===== src/rtl/blind_motor_arbiter_if.sv =====
// Request/grant bundle between the manual and light-sensor requesters and the
// blind motor arbiter.
interface blind_motor_arbiter_if;
  logic       user_valid;
  logic [1:0] user_pos;
  logic       auto_en;
  logic       auto_valid;
  logic [1:0] auto_pos;
  logic       grant_user;
  logic       grant_auto;

  modport master (
    output user_valid, user_pos, auto_en, auto_valid, auto_pos,
    input  grant_user, grant_auto
  );

  modport slave (
    input  user_valid, user_pos, auto_en, auto_valid, auto_pos,
    output grant_user, grant_auto
  );
endinterface


===== src/rtl/blind_motor_arbiter.sv =====
// Blind motor arbiter: user/auto request arbitration, dead time before energising,
// limit-sensor stops and fault latch. Optional motion watchdog: PERSIANA_WATCHDOG_EN.
//
// state   | meaning
// IDLE    | motor off, accepting requests
// DEAD    | motor off, waiting DEAD_TICKS ticks before energising
// MOVE_UP | subir driven until target sensor or upper end-stop
// MOVE_DN | bajar driven until target sensor or lower end-stop
// FAULT   | both end-stops seen together or watchdog expired; only reset exits
module blind_motor_arbiter #(
  parameter int unsigned DEAD_TICKS    = 4,
  parameter int unsigned TIMEOUT_TICKS = 200
) (
  input  logic                        clk,
  input  logic                        reset,
  input  logic                        tick,
  blind_motor_arbiter_if.slave        req,
  input  logic                        s_inf,
  input  logic                        s_med,
  input  logic                        s_sup,
  output logic                        subir,
  output logic                        bajar,
  output logic                        busy,
  output logic                        fault,
  output logic [1:0]                  pos_cur
);
  localparam int unsigned MAX_TICKS = (DEAD_TICKS > TIMEOUT_TICKS) ? DEAD_TICKS : TIMEOUT_TICKS;
  localparam int unsigned CNT_W     = (MAX_TICKS < 2) ? 1 : $clog2(MAX_TICKS + 1);

  typedef enum logic [2:0] {
    ST_IDLE,
    ST_DEAD,
    ST_MOVE_UP,
    ST_MOVE_DN,
    ST_FAULT
  } state_t;

  state_t           state_q, state_d;
  logic [CNT_W-1:0] cnt_q, cnt_d;
  logic [1:0]       tgt_q, tgt_d;
  logic [1:0]       pos_q, pos_d;
  logic [1:0]       pend_pos_q, pend_pos_d;
  logic             pend_v_q, pend_v_d;
  logic             subir_q, subir_d, bajar_q, bajar_d;
  logic             busy_q, busy_d, fault_q, fault_d;
  logic             gu_q, gu_d, ga_q, ga_d;
  logic             user_req, auto_req, accept, go_up;
  logic [1:0]       new_tgt;

  function automatic logic at_pos(input logic [1:0] p, input logic lo,
                                  input logic mid, input logic hi);
    case (p)
      2'b01:   at_pos = lo;
      2'b10:   at_pos = mid;
      2'b11:   at_pos = hi;
      default: at_pos = 1'b0;
    endcase
  endfunction

  always_comb begin
    state_d    = state_q;
    cnt_d      = cnt_q;
    tgt_d      = tgt_q;
    pos_d      = pos_q;
    pend_v_d   = pend_v_q;
    pend_pos_d = pend_pos_q;
    gu_d       = 1'b0;
    ga_d       = 1'b0;
    accept     = 1'b0;
    new_tgt    = 2'b00;
    user_req   = req.user_valid && (req.user_pos != 2'b00);
    auto_req   = req.auto_en && req.auto_valid && (req.auto_pos != 2'b00);
    // Unknown position: everything except the bottom is reached by raising.
    go_up      = (pos_q == 2'b00) ? (tgt_q != 2'b01) : (tgt_q > pos_q);

    if (s_sup && s_inf && state_q != ST_FAULT) begin
      state_d = ST_FAULT;
    end else begin
      case (state_q)
        ST_IDLE: begin
          if (user_req || pend_v_q) begin
            accept   = 1'b1;
            gu_d     = 1'b1;
            pend_v_d = 1'b0;
            new_tgt  = user_req ? req.user_pos : pend_pos_q;
          end else if (auto_req) begin
            accept  = 1'b1;
            ga_d    = 1'b1;
            new_tgt = req.auto_pos;
          end
          if (accept) begin
            tgt_d = new_tgt;
            if (!(new_tgt == pos_q && at_pos(new_tgt, s_inf, s_med, s_sup))) begin
              state_d = ST_DEAD;
              cnt_d   = CNT_W'(DEAD_TICKS);
            end
          end
        end
        ST_DEAD: begin
          if (cnt_q == '0 || (tick && cnt_q == CNT_W'(1))) begin
            state_d = go_up ? ST_MOVE_UP : ST_MOVE_DN;
`ifdef PERSIANA_WATCHDOG_EN
            cnt_d   = CNT_W'(TIMEOUT_TICKS);
`else
            cnt_d   = '0;
`endif
          end else if (tick) begin
            cnt_d = cnt_q - CNT_W'(1);
          end
        end
        ST_MOVE_UP, ST_MOVE_DN: begin
          if (at_pos(tgt_q, s_inf, s_med, s_sup)) begin
            state_d = ST_IDLE;
            pos_d   = tgt_q;
          end else if (state_q == ST_MOVE_UP && s_sup) begin
            state_d = ST_IDLE;
            pos_d   = 2'b11;
          end else if (state_q == ST_MOVE_DN && s_inf) begin
            state_d = ST_IDLE;
            pos_d   = 2'b01;
          end
`ifdef PERSIANA_WATCHDOG_EN
          else if (tick) begin
            if (cnt_q <= CNT_W'(1)) state_d = ST_FAULT;
            else                    cnt_d   = cnt_q - CNT_W'(1);
          end
`endif
        end
        default: ;
      endcase

      if ((state_q == ST_DEAD || state_q == ST_MOVE_UP || state_q == ST_MOVE_DN) && user_req) begin
        pend_v_d   = 1'b1;
        pend_pos_d = req.user_pos;
      end
    end

    subir_d = (state_d == ST_MOVE_UP);
    bajar_d = (state_d == ST_MOVE_DN);
    busy_d  = (state_d != ST_IDLE);
    fault_d = (state_d == ST_FAULT);
  end

  always_ff @(posedge clk) begin
    if (reset) begin
      state_q    <= ST_IDLE;
      cnt_q      <= '0;
      tgt_q      <= 2'b00;
      pos_q      <= 2'b00;
      pend_v_q   <= 1'b0;
      pend_pos_q <= 2'b00;
      subir_q    <= 1'b0;
      bajar_q    <= 1'b0;
      busy_q     <= 1'b0;
      fault_q    <= 1'b0;
      gu_q       <= 1'b0;
      ga_q       <= 1'b0;
    end else begin
      state_q    <= state_d;
      cnt_q      <= cnt_d;
      tgt_q      <= tgt_d;
      pos_q      <= pos_d;
      pend_v_q   <= pend_v_d;
      pend_pos_q <= pend_pos_d;
      subir_q    <= subir_d;
      bajar_q    <= bajar_d;
      busy_q     <= busy_d;
      fault_q    <= fault_d;
      gu_q       <= gu_d;
      ga_q       <= ga_d;
    end
  end

  assign subir          = subir_q;
  assign bajar          = bajar_q;
  assign busy           = busy_q;
  assign fault          = fault_q;
  assign pos_cur        = pos_q;
  assign req.grant_user = gu_q;
  assign req.grant_auto = ga_q;
endmodule


===== src/flat_wrapper.sv =====
// flat-port wrapper written by rule: the top's interface ports become plain ports
module blind_motor_arbiter_flat 
#(
  parameter int unsigned DEAD_TICKS    = 4,
  parameter int unsigned TIMEOUT_TICKS = 200
)
  (clk, reset, tick, s_inf, s_med, s_sup, subir, bajar, busy, fault, pos_cur, req_user_valid, req_user_pos, req_auto_en, req_auto_valid, req_auto_pos, req_grant_user, req_grant_auto);
  blind_motor_arbiter_if req_i ();
  input  logic clk;
  input  logic reset;
  input  logic tick;
  input  logic s_inf;
  input  logic s_med;
  input  logic s_sup;
  output logic subir;
  output logic bajar;
  output logic busy;
  output logic fault;
  output logic [1:0] pos_cur;
  input wire logic [$bits(req_i.user_valid)-1:0] req_user_valid;
  input wire logic [$bits(req_i.user_pos)-1:0] req_user_pos;
  input wire logic [$bits(req_i.auto_en)-1:0] req_auto_en;
  input wire logic [$bits(req_i.auto_valid)-1:0] req_auto_valid;
  input wire logic [$bits(req_i.auto_pos)-1:0] req_auto_pos;
  output wire logic [$bits(req_i.grant_user)-1:0] req_grant_user;
  output wire logic [$bits(req_i.grant_auto)-1:0] req_grant_auto;
  assign req_i.user_valid = req_user_valid;
  assign req_i.user_pos = req_user_pos;
  assign req_i.auto_en = req_auto_en;
  assign req_i.auto_valid = req_auto_valid;
  assign req_i.auto_pos = req_auto_pos;
  assign req_grant_user = req_i.grant_user;
  assign req_grant_auto = req_i.grant_auto;
  blind_motor_arbiter #(.DEAD_TICKS(DEAD_TICKS), .TIMEOUT_TICKS(TIMEOUT_TICKS)) u_core (.clk(clk), .reset(reset), .tick(tick), .req(req_i), .s_inf(s_inf), .s_med(s_med), .s_sup(s_sup), .subir(subir), .bajar(bajar), .busy(busy), .fault(fault), .pos_cur(pos_cur));
endmodule

===== config.mk =====
export PLATFORM = sky130hd
export DESIGN_NAME = blind_motor_arbiter_flat
export DESIGN_NICKNAME = d
export VERILOG_FILES = /design/src/rtl/blind_motor_arbiter_if.sv /design/src/rtl/blind_motor_arbiter.sv /design/src/flat_wrapper.sv
export SDC_FILE = /design/constraint.sdc
export NUM_CORES = 1
export LEC_CHECK = 0
export CAP_MARGIN = 20
export CORE_AREA = 2 2 56 58
export CTS_CLUSTER_DIAMETER = 60
export DETAILED_ROUTE_END_ITERATION = 8
export DIE_AREA = 0 0 58 60
export PLACE_DENSITY = 0.77
export SETUP_SLACK_MARGIN = 0.02
export SYNTH_ARGS = -nofsm -noshare
export SYNTH_HDL_FRONTEND = slang
export SYNTH_SLANG_ARGS = --single-unit

===== constraint.sdc =====
create_clock -name clk -period 2.2 [get_ports clk]
set_input_delay 0.33 -clock clk [delete_from_list [all_inputs] [get_ports clk]]
set_output_delay 0.33 -clock clk [all_outputs]
set_load 0.01 [all_outputs]

# Yosys cells after proc, flatten, opt, wreduce, memory -nomap -nowiden
# Cells that the tools add are included.
# totals
n_memories	0
latchBits	0
input_bits	13
elab_cells	105
ff_bits	24
romBits	0
mem_bits_rw	0
# classes
mul	0
add_sub_neg	1
n_lt_le_gt_ge	1
n_shift	0
n_reduce_logical	32
n_div	0
mux	38
eq_ne	19
n_bitwise	2
# op_table
cell	n
2-to-1 mux 8 bit	4
2-to-1 mux 3 bit	7
2-to-1 mux 2 bit	8
one-hot mux 8 bit (2 select lines)	1
2-to-1 mux 1 bit	15
== test 3 x 2 -> 1 bit (second input constant)	4
logical AND 1 bit	10
nonzero test 2 bit	5
one-hot mux 3 bit (3 select lines)	1
AND reduction 3 bit	3
== test 2 bit (second input constant)	4
== test 8 x 1 -> 1 bit (second input constant)	1
logical NOT 8 bit	1
subtractor 8 x 1 -> 8 bit (second input constant)	1
one-hot mux 1 bit (3 select lines)	2
nonzero test 3 bit	2
AND reduction 5 bit	1
== test 2 x 1 -> 1 bit (second input constant)	2
logical OR 1 bit	4
inequality test 2 x 1 -> 1 bit (second input constant)	2
OR reduction 4 bit	1
== test 3 x 1 -> 1 bit (second input constant)	1
== test 3 bit (second input constant)	1
logical NOT 3 bit	1
other kinds (10)	11

# Longest topological paths before layout
# depth
ltp_word	17
mapped_depth	8
depth_no_buf	8

# Worst setup path before layout
# No wires, ideal clock.
# synth_timing
path_kind	register -> register
from	reg u_core.pos_q[0], in the netlist u_core.pos_cur[0]
to	reg u_core.cnt_q[0]
period_less_slack_ns	1.916
stages_incl_launch_ff	7
t_arrival_ns	1.795
path_buffers	0
setup_ns	0.121
setup_slack_ns	0.284
path_cell_list	dfxtp_1 -> and3_1 -> o21ai_0 -> a221o_1 -> o221ai_4 -> a21oi_4 -> mux2_4
# synth_between
elab_chain_len	4
# synth_rtl
element	line_no	text
start, declared	blind_motor_arbiter.sv:41	logic [1:0] pos_q, pos_d;
start signal, assigned	blind_motor_arbiter.sv:162	pos_q <= pos_d;
== test 2 bit	blind_motor_arbiter.sv:93	if (!(new_tgt == pos_q && at_pos(new_tgt, s_inf, s_med, s_sup))) begin
logical AND 1 bit	blind_motor_arbiter.sv:93	
inequality test 2 bit (no line)	-	
AND reduction 5 bit (no line)	-	
end signal, assigned	blind_motor_arbiter.sv:160	cnt_q <= cnt_d;
end, declared	blind_motor_arbiter.sv:39	logic [CNT_W-1:0] cnt_q, cnt_d;
# No other way between the ends.
# A chain may end at the register's enable or synchronous reset.

# Worst setup path in the final report
# layout_timing
from	in req_user_valid
to	reg u_core.cnt_q[1]
# layout_between
elab_chain_len	13
# layout_rtl
element	line_no	text
start, declared	flat_wrapper.sv:20	input wire logic [$bits(req_i.user_valid)-1:0] req_user_valid;
logical AND 1 bit *	blind_motor_arbiter.sv:71	user_req = req.user_valid && (req.user_pos != 2'b00);
2-to-1 mux 2 bit or logical OR 1 bit (tied branches)	blind_motor_arbiter.sv:85, blind_motor_arbiter.sv:81	
2-to-1 mux 2 bit	blind_motor_arbiter.sv:81	if (user_req || pend_v_q) begin
2-to-1 mux 2 bit	blind_motor_arbiter.sv:79	case (state_q)
2-to-1 mux 2 bit	blind_motor_arbiter.sv:76	if (s_sup && s_inf && state_q != ST_FAULT) begin
== test 2 bit or == test 2 x 1 -> 1 bit (tied branches)	blind_motor_arbiter.sv:52	case (p)
one-hot mux 1 bit (3 select lines)	blind_motor_arbiter.sv:52	
2-to-1 mux 1 bit	blind_motor_arbiter.sv:91	if (accept) begin
2-to-1 mux 1 bit	blind_motor_arbiter.sv:79	
2-to-1 mux 1 bit	blind_motor_arbiter.sv:76	
logical AND 1 bit	blind_motor_arbiter.sv:93	
inequality test 2 bit (no line)	-	
AND reduction 5 bit (no line) *	-	
# Every way passes the cells marked *; elsewhere a longest branch is shown, timed or not. The select of a mux whose other input is x is not followed.

==> reports/results.env <==
RUN_STATUS='finished, final reports clean'
DRT_PRE_ANTENNA_ITERS=4
NETLIST_INSTANCES=179
TIMING.CRITICAL_PATH.FANOUT_MAX=5
MAX-SLEW-MARGIN-REL_PCT=70.2
POWER_REPORT.INTERNAL_TOTAL_uW=833
CTSLONGESTPATHBUFFERS=2
CLOCK_LATENCY_NS=0.32
HOLD_BUFFERS=0
NET-SWITCHING-POWER_uW=377
FP.DIEAREA_UM2=3480
FP-ROW-COUNT=20
TIGHTESTPINTRANSITION_NS=0.443
GRT_MAX_DEGREE=23
POWER.STATIC_LEAKAGE_uW=0.000721
CTS-BUFFERS-INSERTED=3
SWITCHING_SHARE_PCT=31.1
SETUP_VIOL_COUNT_FINAL=0
YS_SEQ_ELEMENTS=24
CAP_VIOL_MAX_COUNT=0
DP.FINAL_HPWL_MM=2.95
LAYOUT.FILLER_CELLS=234
DESIGN.CORE.AREA_UM2=2900
VDD_DROP_MAX_mV=0.368
POST_DRT_WL_PER_CELL_UM=14.9
FINAL_PERIOD_MINUS_WORST_SETUP_SLACK_NS=2.08
POST_SYNTH_INSTANCE_AREA_UM2=1490
N_ANTENNA_CELL=0
AREA_USED_BY_SEQUENTIAL_LOGIC_IN_THE_LAYOUT_UM2=482
OVERALL_POWER_CONSUMPTION_uW=1210
VIA_COUNT_OF_THE_FIRST_GLOBAL_ROUTING_PASS=1468
SYNTHTOPCELLSBYAREA='sky130_fd_sc_hd__dfxtp_1, sky130_fd_sc_hd__a21oi_1, sky130_fd_sc_hd__ha_1'
WHS_NS=0.486
TNS_NS=0
DIE-HEIGHT_UM=60
TIMING.CRITICAL_PATH.TO_TYPE='flip-flop'
CP-START-KIND='input port'
DETAILED_PLACE.AREA_UM2=1880
FIRST_PASS_GRT_WIRE_LENGTH_MM=6.18
CTS-HTREE-LEVELS=1
LAYOUT-DRIVE-GT1-SHARE_PCT=18.3
WORST_CLOCK_SKEW_NS=0.00268
WORSTPATHREQUIRED_NS=2.43
TIMING.FINAL.HOLD_VIOLATIONS=0
TOTALWIRELENGTH_MM=3.74
PIN_COUNT=21
DETAIL_ROUTE.DRC_VIOLATIONS=0
TCRIT_TCLK_FINAL_PCT=94.6
GPL.FINAL_WEIGHTED_CONGESTION=0.935
POSTSYNTHAREAPERCELL_UM2=8.35
POSTSYNTH.TOPFLOPCELL='sky130_fd_sc_hd__dfxtp_1'
IO_BUFFER_COUNT=20
GRT_UTIL_ALL_LAYERS_PCT=22.7
CLOCK.FMAX_MHz=480
POSTSYNTH.ASYNCRESETSHARE_PCT=0
AVGVIACOUNTPERCELL=6.09
NUMCLOCKSINKS=24
DIE_WIDTH_UM=58
FF2FF_PATH_DEPTH=8
CLASS_OF_THE_WORST_HOLD_PATH='flip-flop to flip-flop'
FLOORPLAN.INITIALDENSITY_PCT=51.5
FINAL_NETS=237
SYNTH-SEQ-AREA-SHARE_PCT=32.2
SYNTHDOMINANTAREACELLTYPE='sky130_fd_sc_hd__dfxtp_1'
CTS-ROOT-BUF='sky130_fd_sc_hd__clkbuf_4'
CTS_TREE='yes'
DETAILEDROUTE.FIRSTITERATIONVIOLATIONS=100
CLOCKPOWERSHARE_PCT=26.7
FINAL_MAX_SLEW_VIOL_COUNT=0
YOSYS_WARNINGS=0
POST_SYNTH_NUM_CELL_TYPES=51
NUMBER_OF_ANTENNA_VIOLATIONS_AT_THE_FIRST_CHECK_IN_GLOBAL_ROUTING=0
AREA_OF_THE_MULTI_INPUT_GATES_UM2=970
CRITPATHKIND='input port to flip-flop'
SYNTHTOLAYOUTAREAGROWTH_PCT=29.7
TIMING.HOLD.WORST_PATH_DEPTH=2
RSZ0062_AT_GRT='no'
REMAINING_ANTENNA_VIOLATION_COUNT_AFTER_ROUTING=0
YOSYSTOPAREACELLSHARE_PCT=32.2
SEQ_POWER_SHARE_PCT=41.2
COMBPWRFRAC_PCT=32.1
DR_VIAS=1529
CLK_TRANSITION_REPORTED_PATHS_NS=0.14
FINAL_CORE_UTIL_PCT=66.8
SYNTH_EDF_COUNT=0
CRITICAL_PATH_ARRIVAL_NS=2.31
MAPPEDNETLISTNETS=197
DESIGN_AREA_UM2=1940
PWR_DENSITY_CELL_nW_PER_UM2=624
GLOBAL_ROUTE.OVERFLOW_TOTAL=0
==> per-layer routing <==
metal / track usage [%] / share of wire [%]
met1: 26.7 / 42
met2: 40.4 / 51
met3: 2.16 / 3.9
met4: 13.0 / 2.2
met5: 0 / 0
==> kinds of logic after synthesis <==
kind of cell / count (synthesis) / share of synthesized area [%]
AND/OR/NAND/NOR: 75 / 29.3
AO/OA/AOI/OAI: 56 / 26.1
flip-flops: 24 / 32.2
buffers and inverters: 13 / 3.35
multiplexers: 6 / 4.86
adder cells (fa/ha/maj): 5 / 4.19
==> cells in the final DEF, fill, tap and decap left out, types with 2 or more instances in the layout <==
| cell | instances |
|---|---|
| sky130_fd_sc_hd__o221ai_1 | 2 |
| sky130_fd_sc_hd__nand4b_1 | 2 |
| sky130_fd_sc_hd__nor3_1 | 11 |
| sky130_fd_sc_hd__a21oi_1 | 15 |
| sky130_fd_sc_hd__mux2i_1 | 2 |
| sky130_fd_sc_hd__o21ai_0 | 12 |
| sky130_fd_sc_hd__mux2_4 | 2 |
| sky130_fd_sc_hd__o32ai_1 | 2 |
| sky130_fd_sc_hd__clkdlybuf4s50_1 | 20 |
| sky130_fd_sc_hd__a211oi_1 | 4 |
| sky130_fd_sc_hd__a31oi_1 | 4 |
| sky130_fd_sc_hd__dfxtp_1 | 23 |
| sky130_fd_sc_hd__and2_1 | 3 |
| sky130_fd_sc_hd__nor2_1 | 15 |
| sky130_fd_sc_hd__nand2b_1 | 9 |
| sky130_fd_sc_hd__nand2_1 | 9 |
| sky130_fd_sc_hd__and3_1 | 2 |
| sky130_fd_sc_hd__buf_4 | 19 |
| sky130_fd_sc_hd__nand3_1 | 3 |
| sky130_fd_sc_hd__ha_1 | 5 |
| sky130_fd_sc_hd__clkbuf_4 | 3 |
| sky130_fd_sc_hd__nor3_2 | 2 |
| sky130_fd_sc_hd__nor4_1 | 5 |
| sky130_fd_sc_hd__inv_1 | 7 |
| sky130_fd_sc_hd__a311oi_1 | 3 |
| sky130_fd_sc_hd__nor2b_1 | 4 |
==> metrics by stage <==
stage	cells	worst slack (ns)
2_1_floorplan	179	0.284
3_3_place_gp	247	-0.147
3_5_place_dp	247	-0.232
4_1_cts	251	0.102
5_1_grt	251	0.0246
6_report	251	0.118
==> cell usage after synthesis (3+ instances only) <==
library cell / number
sky130_fd_sc_hd__dfxtp_1: 24
sky130_fd_sc_hd__a21oi_1: 16
sky130_fd_sc_hd__nor2_1: 15
sky130_fd_sc_hd__o21ai_0: 12
sky130_fd_sc_hd__nor3_1: 11
sky130_fd_sc_hd__nand2_1: 10
sky130_fd_sc_hd__nand2b_1: 9
sky130_fd_sc_hd__inv_1: 7
sky130_fd_sc_hd__ha_1: 5
sky130_fd_sc_hd__nor4_1: 5
sky130_fd_sc_hd__a211oi_1: 4
sky130_fd_sc_hd__a31oi_1: 4
sky130_fd_sc_hd__nor2b_1: 4
sky130_fd_sc_hd__a311oi_1: 3
sky130_fd_sc_hd__and2_1: 3
sky130_fd_sc_hd__nand3_1: 3
==> worst paths after layout <==
kind	startpoint	endpoint	slack, ns
setup / recovery	req_user_valid	u_core.cnt_q[1]	0.12
hold / removal	u_core.cnt_q[7]	u_core.cnt_q[7]	0.49
setup reg to reg	u_core.cnt_q[0]	u_core.cnt_q[5]	0.13
hold reg to reg	u_core.cnt_q[7]	u_core.cnt_q[7]	0.49
==> final cells by class <==
cell class	instances	share of cell area [%]
Clock buffer	3	1.16
Multi-Input combinational cell	142	50.0
Inverter	8	1.55
Sequential cell	24	24.9
Clock inverter	1	1.55
Timing Repair Buffer	40	18.7
Tap cell	33	2.13
==> power groups by stage <==
stage               Sequential (uW)  Clock, uW  Combinational [uW]
floorplan                       502          0                 240
global placement                504          0                 367
detailed placement              507          0                 382
CTS                             497        331                 384
global route                    503        340                 424
finish                          498        324                 388
==> timing repair <==
| action | in CTS | in global routing |
|---|---|---|
| endpoints found under the setup margin | 0 | 2 |
| resized for setup | 0 | 3 |
| buffers inserted | 0 | 0 |
| hold endpoints to repair | 0 | 0 |
==> worst max-delay path: stages <==
cell and delay [ns]:
sky130_fd_sc_hd__clkdlybuf4s50_1 0.43, sky130_fd_sc_hd__and2_1 0.19, sky130_fd_sc_hd__o21ai_0 0.36, sky130_fd_sc_hd__a221o_1 0.28, sky130_fd_sc_hd__o221ai_4 0.17, sky130_fd_sc_hd__a21oi_4 0.24, sky130_fd_sc_hd__mux2_4 0.31
==> state kept, by name, indices dropped and copies added, names as in the netlist, 2 cells and up <==
| register | flops |
|---|---|
| u_core.cnt_q | 8 |
| u_core.pend_pos_q | 2 |
| u_core.pos_cur | 2 |
| u_core.tgt_q | 2 |
| u_core.state_q | 3 |
No activity file was read; power rests on OpenSTA's default activity.
